--- src/rtl/debounce_pkg.sv ---
// Shared FSM state encoding and default timing constants for the
// debounced auto-repeat button.
package debounce_pkg;

   typedef enum logic [1:0] {
      IDLE    = 2'd0,
      PRESSED = 2'd1,
      REPEAT  = 2'd2
   } state_e;

   localparam int DEF_DEBOUNCE_CYCLES = 16;
   localparam int DEF_REPEAT_DELAY    = 64;
   localparam int DEF_REPEAT_PERIOD   = 16;

endpackage

--- src/rtl/sync_2ff.sv ---
// Two-flop synchronizer for a single asynchronous level; both stages
// reset to 0 so a held input is re-qualified after every reset.
module sync_2ff (
   input  logic clk,
   input  logic rst_n,
   input  logic d,
   output logic q
);

   logic meta_q;
   logic sync_q;

   always_ff @(posedge clk or negedge rst_n) begin
      if (!rst_n) begin
         meta_q <= 1'b0;
         sync_q <= 1'b0;
      end else begin
         meta_q <= d;
         sync_q <= meta_q;
      end
   end

   assign q = sync_q;

endmodule

--- src/rtl/debounce_pulse.sv ---
// Debounces a raw button and turns accepted presses into single-cycle
// strobes, with optional auto-repeat while the button stays held.
module debounce_pulse
   import debounce_pkg::*;
#(
   parameter int DEBOUNCE_CYCLES = DEF_DEBOUNCE_CYCLES,
   parameter int REPEAT_DELAY    = DEF_REPEAT_DELAY,
   parameter int REPEAT_PERIOD   = DEF_REPEAT_PERIOD
) (
   input  logic clk,
   input  logic rst_n,
   input  logic btn_in,
   input  logic repeat_en,
   output logic pulse,
   output logic btn_level,
   output logic repeating
);

   localparam int DB_W = $clog2(DEBOUNCE_CYCLES - 1) + 1;
   localparam int RP_W = $clog2(REPEAT_DELAY - 1) + 1;
   localparam logic [DB_W-1:0] DB_MAX    = DB_W'(DEBOUNCE_CYCLES - 1);
   localparam logic [RP_W-1:0] DELAY_MAX = RP_W'(REPEAT_DELAY - 1);
   localparam logic [RP_W-1:0] PER_MAX   = RP_W'(REPEAT_PERIOD - 1);

   generate
      if (DEBOUNCE_CYCLES < 2) begin : g_chk_db
         $error("debounce_pulse: DEBOUNCE_CYCLES must be at least 2");
      end
      if (REPEAT_PERIOD < 2) begin : g_chk_per
         $error("debounce_pulse: REPEAT_PERIOD must be at least 2");
      end
      if (REPEAT_DELAY < REPEAT_PERIOD) begin : g_chk_dly
         $error("debounce_pulse: REPEAT_DELAY must be >= REPEAT_PERIOD");
      end
   endgenerate

   logic            btn_sync;
   logic [DB_W-1:0] db_cnt_q, db_cnt_d;
   logic            level_q, level_d;
   logic [RP_W-1:0] rep_cnt_q, rep_cnt_d;
   logic            pulse_q, pulse_d;
   state_e          state_q, state_d;

   sync_2ff u_sync (
      .clk   (clk),
      .rst_n (rst_n),
      .d     (btn_in),
      .q     (btn_sync)
   );

   always_comb begin
      db_cnt_d = '0;
      level_d  = level_q;
      if (btn_sync != level_q) begin
         if (db_cnt_q == DB_MAX) begin
            level_d = ~level_q;
         end else begin
            db_cnt_d = db_cnt_q + DB_W'(1);
         end
      end
   end

   // The FSM looks at the next debounced level so the press strobe lines up
   // with the btn_level rise and a release suppresses any repeat due that cycle.
   always_comb begin
      state_d   = state_q;
      rep_cnt_d = rep_cnt_q;
      pulse_d   = 1'b0;
      case (state_q)
         IDLE: begin
            rep_cnt_d = '0;
            if (level_d) begin
               state_d = PRESSED;
               pulse_d = 1'b1;
            end
         end
         PRESSED: begin
            if (!level_d) begin
               state_d   = IDLE;
               rep_cnt_d = '0;
            end else if (!repeat_en) begin
               rep_cnt_d = '0;
            end else if (rep_cnt_q == DELAY_MAX) begin
               state_d   = REPEAT;
               rep_cnt_d = '0;
               pulse_d   = 1'b1;
            end else begin
               rep_cnt_d = rep_cnt_q + RP_W'(1);
            end
         end
         REPEAT: begin
            if (!level_d) begin
               state_d   = IDLE;
               rep_cnt_d = '0;
            end else if (!repeat_en) begin
               state_d   = PRESSED;
               rep_cnt_d = '0;
            end else if (rep_cnt_q == PER_MAX) begin
               rep_cnt_d = '0;
               pulse_d   = 1'b1;
            end else begin
               rep_cnt_d = rep_cnt_q + RP_W'(1);
            end
         end
         default: begin
            state_d   = IDLE;
            rep_cnt_d = '0;
         end
      endcase
   end

   always_ff @(posedge clk or negedge rst_n) begin
      if (!rst_n) begin
         db_cnt_q  <= '0;
         level_q   <= 1'b0;
         rep_cnt_q <= '0;
         pulse_q   <= 1'b0;
         state_q   <= IDLE;
      end else begin
         db_cnt_q  <= db_cnt_d;
         level_q   <= level_d;
         rep_cnt_q <= rep_cnt_d;
         pulse_q   <= pulse_d;
         state_q   <= state_d;
      end
   end

   assign pulse     = pulse_q;
   assign btn_level = level_q;
   assign repeating = (state_q == REPEAT);

endmodule
--- config.mk ---
export PLATFORM = sky130hd
export DESIGN_NAME = debounce_pulse
export DESIGN_NICKNAME = d
export VERILOG_FILES = /design/src/rtl/debounce_pkg.sv /design/src/rtl/sync_2ff.sv /design/src/rtl/debounce_pulse.sv
export SDC_FILE = /design/constraint.sdc
export NUM_CORES = 1
export LEC_CHECK = 0
export ABC_CLOCK_PERIOD_IN_PS = 3300
export CAP_MARGIN = 20
export CORE_UTILIZATION = 45
export DETAILED_ROUTE_END_ITERATION = 12
export GPL_TIMING_DRIVEN = 0
export HOLD_SLACK_MARGIN = 0.08
export PLACE_DENSITY = 0.67
export SLEW_MARGIN = 5
export SYNTH_ARGS = -nofsm -noshare
export SYNTH_HDL_FRONTEND = slang
export SYNTH_SLANG_ARGS = --single-unit
--- constraint.sdc ---
create_clock -name clk -period 3.3 [get_ports clk]
set_input_delay 0.99 -clock clk [delete_from_list [all_inputs] [get_ports clk]]
set_output_delay 0.99 -clock clk [all_outputs]
set_load 0.05 [all_outputs]
==> results of run 1 <==
stage by stage:
step                      hold WS [ns]  power (mW)  worst slack [ns]   util  std cells
after global routing             0.374       0.403             0.229  0.542        120
after global placement           0.336       0.252             0.640  0.524        116
after detailed placement         0.339       0.252             0.650  0.524        116
final                            0.369       0.384             0.312  0.542        120
after floorplan                  0.331       0.241              1.28      -         83
after CTS                        0.371       0.389             0.306  0.542        120
flip-flops by register name, indices dropped and copies added (netlist names):
signal and count:
pulse 1, btn_level 1, u_sync.meta_q 1, state_q 2
db_cnt_q 5, rep_cnt_q 7, u_sync.q 1
Yosys cell counts:
cell,number
dfrtp_1,18
nor2_1,7
ha_1,6
nor3_1,6
xor2_1,5
nand2_1,4
nand3_1,4
inv_1,3
o21ai_0,3
a21boi_0,2
and2_1,2
mux2i_1,2
o21a_1,2
o31a_1,2
xnor2_1,2
a211oi_2,1
a21oi_1,1
a31oi_1,1
a41oi_1,1
mux2_4,1
nand2b_1,1
nand3_4,1
nand4b_1,1
nor3b_1,1
nor4b_2,1
o2111ai_2,1
o211ai_1,1
o32ai_1,1
or2_2,1
or3b_1,1
layer usage:
| layer | vias to the layer above | part of all wire | wire length, microns |
|---|---|---|---|
| met5 | - | 0 | 0 |
| met4 | 0 | 0.0059 | 9 |
| met3 | 2 | 0.026 | 39 |
| met2 | 11 | 0.45 | 679 |
| met1 | 294 | 0.52 | 793 |
| li1 | 321 | - | - |
kinds of logic (layout without fill, tap and decap cells):
logic type	count (synthesis)	in the layout	share of synthesized area
fa+ha+maj	6	6	0.0804
compound gates	16	16	0.135
mux	3	3	0.0375
xor+xnor	7	7	0.0657
buf+inv	3	13	0.0121
flops	18	18	0.483
simple gates	30	30	0.186
cell type report:
cell class,count,share of cell area
clock buffer,4,0.0341
inverter,3,0.0106
multi-input combinational,62,0.444
sequential,18,0.424
tap,27,0.0318
timing repair buffer,6,0.0565
how the worst max path moves through the flow:
stage	startpoint	to	slack, ns	cells past startpoint
2_1_floorplan	state_q[0]	repeating	1.28	2
6_report	state_q[0]	repeating	0.31	3
5_1_grt	state_q[0]	repeating	0.23	3
3_3_place_gp	state_q[0]	repeating	0.64	3
4_1_cts	state_q[0]	repeating	0.31	3
3_5_place_dp	state_q[0]	repeating	0.65	3
power by group:
part / internal, mW / leakage, nW / switching [mW]
sequential: 0.225 / 0.244 / 0.00314
clock: 0.0672 / 0.0210 / 0.0691
combinational: 0.00860 / 0.180 / 0.0112
total: 0.301 / 0.446 / 0.0835
==> flow_metrics.tcl, run 1 <==
set metrics [dict create \
    status "completed" \
    synth_top_area_share 0.483 \
    finalSetupViolations 0 \
    coreArea_sq_um 1960 \
    crit_slowest_cell "clkdlybuf4s50_1" \
    ctsResizeCount 0 \
    critical_path_required_ns 2.31 \
    seqCellArea_sq_um 450 \
    startpoint_type "flip-flop" \
    drv_cap 0 \
    cp.arrival_ns 2.00 \
    use_met1 0.212 \
    slew-limit-headroom 0.438 \
    synth_seq_cells 18 \
    first_pass_iters 4 \
    cts.sinks 18 \
    h-tree-depth 1 \
    hold_path.class "flip-flop to flip-flop" \
    hold_violations 0 \
    power_density_nw_per_um2 361 \
    synth.avg_cell_area_sq_um 11.2 \
    numCtsBuffers 3 \
    grt_usage 0.155 \
    whs_path_depth 0 \
    io_pins 7 \
    cts_tree "yes" \
    drive_gt1_frac 0.108 \
    placed_area_sq_um 1030 \
    syn_nets 93 \
    io_buffer_count 6 \
    critPathMaxStageDelay_ns 0.86 \
    via_per_inst 5.23 \
    crit_chain "inv_1, ha_1, clkdlybuf4s50_1" \
    vias 628 \
    worstReg2RegEnd "state_q[0]" \
    finalMaxSlewViolations 0 \
    ys_types 30 \
    antenna_cells 0 \
    grt_pass1_vias 568 \
    finalClockSkew_ns 0.00609 \
    die_y_microns 47.5 \
    dp_hpwl_microns 1100 \
    synth_seq_area_share 0.483 \
    min_to "u_sync.q" \
    clk_latency_ns 0.29 \
    reg2reg_depth 6 \
    drc 0 \
    grt-ovfl-total 0 \
    grt_busiest_layer "met2" \
    nets 104 \
    layout_common_cells "dfrtp_1, nor2_1, nor3_1, ha_1, clkdlybuf4s50_1" \
    grt_setup_unrepaired "no" \
    dieArea_sq_um 2260 \
    multi_input_area_sq_um 472 \
    routabilityCongestion 0.773 \
    min_period_ns 2.99 \
    clk_pin_slew_ns 0.11 \
    antenna_found_initial 0 \
    die_width_microns 47.5 \
    grt_pass1_wl_microns 2400 \
    clockBufferDepth 2 \
    path_buf_inv 2 \
    grtUsageMet2 0.238 \
    hold_start "u_sync.meta_q" \
    critical_path_class "flip-flop to primary output" \
    cts-root-buf "clkbuf_4" \
    path_max_fanout 9 \
    fmax_mhz 335 \
    ys_top_cells_by_area "dfrtp_1, ha_1, xor2_1" \
    cp_top_family "buffers and inverters" \
    yosys.area.top_type "dfrtp_1" \
    wire_per_inst_microns 12.7 \
    setup_tns_ns 0 \
    start_util 0.476 \
    synth_area_sq_um 933 \
    worst_pin_slew_ns 0.840 \
    r2r-start "state_q[0]" \
    area_delta_synth_final_pct 13.9 \
    crit_path_end_kind "primary output" \
    fillers 188 \
    syn_inst 83 \
    period_share 0.905 \
    totalWireLength_microns 1520 \
    rrSetupSlack_ns 1.64 \
    grt.met3_usage 0.0340 \
    dr.first_iter.drc_count 12 \
    cts_hold_buf 0 \
    grt_max_degree 19 \
    final_common_cell "dfrtp_1" \
    peakVddDrop_mv 0.215 \
    fin_area_sq_um 1060 \
    post_cts_buffers 0 \
    ys_warn_count 0 \
    rows 16 \
    ant_nets 0 \
    p_leak_nw 0.446 \
]
No activity file was read; power rests on OpenSTA's default activity.
==> inputs of run 2 (changes only) <==
Settings changed: CTS_CLUSTER_DIAMETER from default to 120.
==> results of run 2 <==
Same layout as run 1: the final DEF is identical, and so are final timing and power.
==> RTL change 1 (flow settings as in run 1) <==
Make the reset (`rst_n`) synchronous in 2 clocked blocks. Comments in the files are not updated.
--- a/src/rtl/sync_2ff.sv
+++ b/src/rtl/sync_2ff.sv
@@ -10,7 +10,7 @@
    logic meta_q;
    logic sync_q;
 
-   always_ff @(posedge clk or negedge rst_n) begin
+   always_ff @(posedge clk) begin
       if (!rst_n) begin
          meta_q <= 1'b0;
          sync_q <= 1'b0;
--- a/src/rtl/debounce_pulse.sv
+++ b/src/rtl/debounce_pulse.sv
@@ -109,7 +109,7 @@
       endcase
    end
 
-   always_ff @(posedge clk or negedge rst_n) begin
+   always_ff @(posedge clk) begin
       if (!rst_n) begin
          db_cnt_q  <= '0;
          level_q   <= 1'b0;
Check against the original RTL: no difference found for any inputs over 10 cycles, from zero or initial values and one cycle with rst_n low; that may be too few to reach the edited logic, so the function may still have changed.
==> RTL change 1 against run 1 <==
  * Sequential cell count did not move
  * Via count rose by 2.4%
  * Hold slack better by 0.074 ns
  * Count of clock-buffer cells in the layout is the same
  * Final cell count up 1.7%
  * Design area down 7.4%
  * Area after synthesis is 8.2% lower
  * Register-to-register slack got worse by 0.25 ns
  * Global-route usage decreased by 0.60 points
  * Wire length fell by 10%
  * Setup slack improved by 0.086 ns
  * Die area fell by 7.9%
  * Highest routed layer unchanged
Power is not compared: it rests on default switching activity, and its combinational part moved more than twofold at a synthesized area within 25%.
==> RTL change 1: results (changes against run 1) <==
Drt
The number of search-and-repair iterations in the first detailed-routing pass is 3 (-1). The average wire per standard cell is 11.2 um (-12%). The number of vias in the routed layout is 643 (+2.4%).

GRT
The initial antenna violation count came to 0 (unchanged). The all-layer global routing usage is 14.9% (-0.60 points). The maximum number of pins on one net before global-route repair is 11 (-8).

The wire length of the first global-routing pass came to 2.21 mm (-7.8%). The number of global-route vias before repair is 547 (-3.7%).

Synthesis
The share of synthesized flip-flops with an asynchronous set or reset is 0% (-100 points). By area the synthesized netlist is led by sky130_fd_sc_hd__dfxtp_1, sky130_fd_sc_hd__ha_1, sky130_fd_sc_hd__nor2_1, sky130_fd_sc_hd__xor2_1, sky130_fd_sc_hd__nand3_1. The sequential cell area fraction in the yosys report came to 42.0% (-6.2 points). Sorting the synthesized cells by how often they occur yields sky130_fd_sc_hd__dfxtp_1, sky130_fd_sc_hd__nor2_1, sky130_fd_sc_hd__ha_1. The mean instance size in the synthesized netlist is 9.85 sq um (-12%). The post-synth net total is 98 (+5.4%).

The count of unique library cells instantiated by Yosys is 31 (+3.3%).

Clock tree
The clock slew at the register clock pins of the worst setup and hold paths is 0.09 ns (-0.02 ns).

Worst setup path
The number of cell instances on the worst register-to-register path is 7 (+1). In this run the critical register-to-register path is launched from db_cnt_q[0]$_SDFF_PP0_. The arrival time of data at the critical path endpoint is 1.91 ns (-0.09 ns).

The setup slack of the worst register-to-register path is 1.39 ns (-0.25 ns). The most critical setup path has its startpoint at state_q[0]$_SDFFE_PN0P_. In this run the critical register-to-register path is captured at rep_cnt_q[3]$_SDFF_PN0_.

Placement
The number of cells in the design after placement is 118 (+1.7%). The pre-CTS setup slack is 0.719 ns (+0.0697 ns). The total half-perimeter wirelength after legalization and detailed placement is 1.04 mm (-5.6%). The weighted congestion reported at the end of routability-driven placement is 0.828 (+7.1%). The area of placed instances is 948 sq um (-7.7%).

Layout
The layout filler cell count is 166 (-12%). The layout cell share with drive strength beyond 1 was 8.25% (-2.5 points). The core utilization of the finished layout is 55.8% (+1.6 points). The final standard cell count with taps included and fillers excluded is 122 (+1.7%). The final net count came to 109 (+4.8%).

Timing
The worst clock skew is 0.00379 ns (-0.00230 ns). The worst-margin pin slew is 0.494 ns (-0.346 ns).

Run status
The flow ran to the end, and the final reports show no timing, DRC or antenna violations.

Min path
The number of cells traversed by the worst hold path is 1 (+1). The worst hold path begins at u_sync.meta_q$_SDFF_PN0_. For hold timing, the worst endpoint is u_sync.q$_SDFF_PN0_.
-- RTL change 1: cell count changes in the layout (fill, tap and decap cells not counted), moves of 4 or more --
cell / delta
sky130_fd_sc_hd__dfrtp_1: -18
sky130_fd_sc_hd__dfxtp_1: +18
sky130_fd_sc_hd__nor2_1: +4
sky130_fd_sc_hd__nor3_1: -4
-- RTL change 1: cell families (layout without fill, tap and decap cells) --
group | after synthesis | after routing | share of synthesized area, %
compound gates | 10 | 10 | 8.32
fa+ha+maj | 7 | 7 | 10.2
mux | 3 | 3 | 4.09
buf+inv | 6 | 16 | 2.77
xor+xnor | 7 | 7 | 7.15
flops | 18 | 18 | 42.0
simple gates | 36 | 36 | 25.4
-- RTL change 1: layer usage --
layer | track usage [%] | routed length (um)
met4 | 10.3 | 12
met5 | 0 | 0
met2 | 21.4 | 637
met3 | 3.57 | 32
met1 | 19.4 | 683
-- RTL change 1: how the worst max path moves through the flow --
stage	endpoint	depth (start not counted)	slack, ns
finish	repeating	3	0.40
global route	repeating	3	0.30
CTS	repeating	3	0.38
detailed placement	repeating	3	0.72
global placement	repeating	3	0.73
floorplan	repeating	2	1.36
-- RTL change 1: layout make-up --
cell class	instances	area share, %
Inverter	5	1.91
Buffer	1	0.508
Multi-Input combinational cell	63	48.0
Tap cell	25	3.18
Clock buffer	4	3.68
Timing Repair Buffer	6	6.10
Sequential cell	18	36.6
-- RTL change 1: report_power, final --
part | total [uW] | switching (uW) | internal [uW]
sequential | 219 | 0.647 | 219
combinational | 8.43 | 3.73 | 4.70
clock | 130 | 62.9 | 67.1
total | 358 | 67.3 | 290
-- RTL change 1: per-stage QoR --
stage	total power (uW)	hold slack (ns)
2_1_floorplan	227	0.412
3_3_place_gp	232	0.420
3_5_place_dp	233	0.423
4_1_cts	363	0.448
5_1_grt	378	0.486
6_report	358	0.443
==> RTL change 2 (config.mk and constraints of run 1) <==
Made on the original files. Change the package constant `DEF_REPEAT_DELAY` from 64 to 128.
--- a/src/rtl/debounce_pkg.sv
+++ b/src/rtl/debounce_pkg.sv
@@ -9,7 +9,7 @@
    } state_e;
 
    localparam int DEF_DEBOUNCE_CYCLES = 16;
-   localparam int DEF_REPEAT_DELAY    = 64;
+   localparam int DEF_REPEAT_DELAY    = 128;
    localparam int DEF_REPEAT_PERIOD   = 16;
 
 endpackage
Behaviour: no difference found for any inputs over 10 cycles, from zero or initial values and one cycle with rst_n low; that may be too few to reach the edited logic, so the function may still have changed.
==> RTL change 2 against run 1 <==
  * Global-route usage down 0.33 points
  * Sequential share of layout area up 2.2 points
  * Sequential cell count up 1
  * Non-clock buffer count up 1
  * Utilization up 0.13 points
  * Design area up 0.24%
  * Setup slack better by 0.064 ns
  * Wire length down 7.7%
  * Area after synthesis up 1.2%
  * Critical path type unchanged
Power is not compared: it rests on default switching activity, and its combinational part moved more than twofold at a synthesized area within 25%.
==> RTL change 2: results (changes against run 1) <==
Drt
The number of vias in the routed layout is 636 (+1.3%). The final routed wirelength across all metal layers was 1.41 mm (-7.7%). The number of DRC violations after detailed-routing iteration 0 is 10 (-2).

Placement
The pre-CTS setup slack is 0.726 ns (+0.0761 ns). The weighted congestion reported at the end of routability-driven placement is 0.774 (+0.13%). The total half-perimeter wirelength after legalization and detailed placement is 1.06 mm (-3.5%).

Worst setup path
The startpoint identified for the worst register-to-register timing path is db_cnt_q[0]$_DFF_PN0_. The setup slack of the worst register-to-register path is 1.26 ns (-0.38 ns). The biggest fanout along the worst timing path is 6 (-3). The highest cell delay on the worst timing path is 0.84 ns (-0.02 ns). The arrival time of data at the critical path endpoint is 1.93 ns (-0.07 ns).

GRT
The maximum number of pins on one net before global-route repair was 20 (+1). The all-layer global routing usage came to 15.2% (-0.33 points). The wire length of the first global-routing pass is 2.31 mm (-3.7%).

The number of global-route vias before repair is 544 (-4.2%).

Synthesis
The complex-gate fraction of the synthesized area was 7.02% (-6.5 points). The sequential cell area fraction in the yosys report is 50.3% (+2.1 points). The area share of fa/ha/maj cells after synthesis came to 7.95% (-0.096 points). The fraction of synthesized area in multiplexers is 4.24% (+0.49 points). Ranked by total cell area, the synthesized netlist is headed by sky130_fd_sc_hd__dfrtp_1, sky130_fd_sc_hd__ha_1, sky130_fd_sc_hd__nor2_1, sky130_fd_sc_hd__xor2_1, sky130_fd_sc_hd__xnor2_1. The post-synth net total was 99 (+6.5%). The xor-xnor portion of the synthesized cell area is 8.34% (+1.8 points).

Layout
The layout cell share with drive strength beyond 1 is 7.07% (-3.7 points). In the final layout, the registers with the most flip-flops are rep_cnt_q x8, db_cnt_q x5, state_q x2. The layout filler cell count is 199 (+5.9%).

Run status
The run finished with clean final reports.

Timing
The worst-margin pin slew is 0.828 ns (-0.0121 ns). The final hold slack is 0.367 ns (-0.00225 ns). The worst clock skew is 0.00267 ns (-0.00342 ns).
-- RTL change 2: cell types whose count changed after synthesis, moves of 2 or more --
cell                              run 1  this run
sky130_fd_sc_hd__nor3_1               6         1
sky130_fd_sc_hd__a21boi_0             2         0
sky130_fd_sc_hd__nand2_1              4         8
sky130_fd_sc_hd__o31a_1               2         0
sky130_fd_sc_hd__o21ai_0              3         1
sky130_fd_sc_hd__nor2_1               7        12
sky130_fd_sc_hd__xnor2_1              2         4
sky130_fd_sc_hd__nor4_1               0         2
sky130_fd_sc_hd__inv_1                3         6
sky130_fd_sc_hd__o21a_1               2         0
sky130_fd_sc_hd__and4b_1              0         2
sky130_fd_sc_hd__and3_1               0         3
-- RTL change 2: cell families after synthesis --
kind of cell    after synthesis
simple gates                 36
flops                        19
compound gates                9
xor+xnor                      9
buf+inv                       7
fa+ha+maj                     6
mux                           3
-- RTL change 2: worst max path at each step --
stage                                start         to  slack (ns)
CTS                 state_q[0]$_DFFE_PN0P_  repeating        0.36
detailed placement  state_q[0]$_DFFE_PN0P_  repeating        0.73
global route        state_q[0]$_DFFE_PN0P_  repeating        0.27
finish              state_q[0]$_DFFE_PN0P_  repeating        0.38
floorplan           state_q[0]$_DFFE_PN0P_  repeating        1.32
global placement    state_q[0]$_DFFE_PN0P_  repeating        0.75
-- RTL change 2: power groups by stage --
stage          Combinational, uW  Sequential, uW  Clock (uW)
6_report                    95.6             253         118
5_1_grt                      108             256         134
3_5_place_dp                95.5             259           0
2_1_floorplan               72.3             256           0
3_3_place_gp                94.0             257           0
4_1_cts                     96.6             254         124
-- RTL change 2: through the flow --
step           cells  area (sq um)  utilization [%]
2_1_floorplan     89           945                -
3_3_place_gp     122          1040             52.9
3_5_place_dp     122          1040             52.9
4_1_cts          126          1070             54.3
5_1_grt          126          1070             54.3
6_report         126          1070             54.3
-- RTL change 2: final cells by class --
cell class / count / area [sq um] / area share [%]
buffer: 1 / 3.75 / 0.352
clock buffer: 3 / 22.5 / 2.11
clock inverter: 1 / 5.00 / 0.469
inverter: 6 / 22.5 / 2.11
multi-input combinational: 63 / 443 / 41.5
sequential: 19 / 475 / 44.6
tap: 27 / 33.8 / 3.17
timing repair buffer: 6 / 60.1 / 5.63
-- RTL change 2: layer usage --
layer	up-vias	global-route usage, %	routed length, um
met4	0	10.0	32
met3	4	3.40	37
li1	322	-	-
met1	302	21.5	727
met2	8	20.5	607
met5	-	0	0
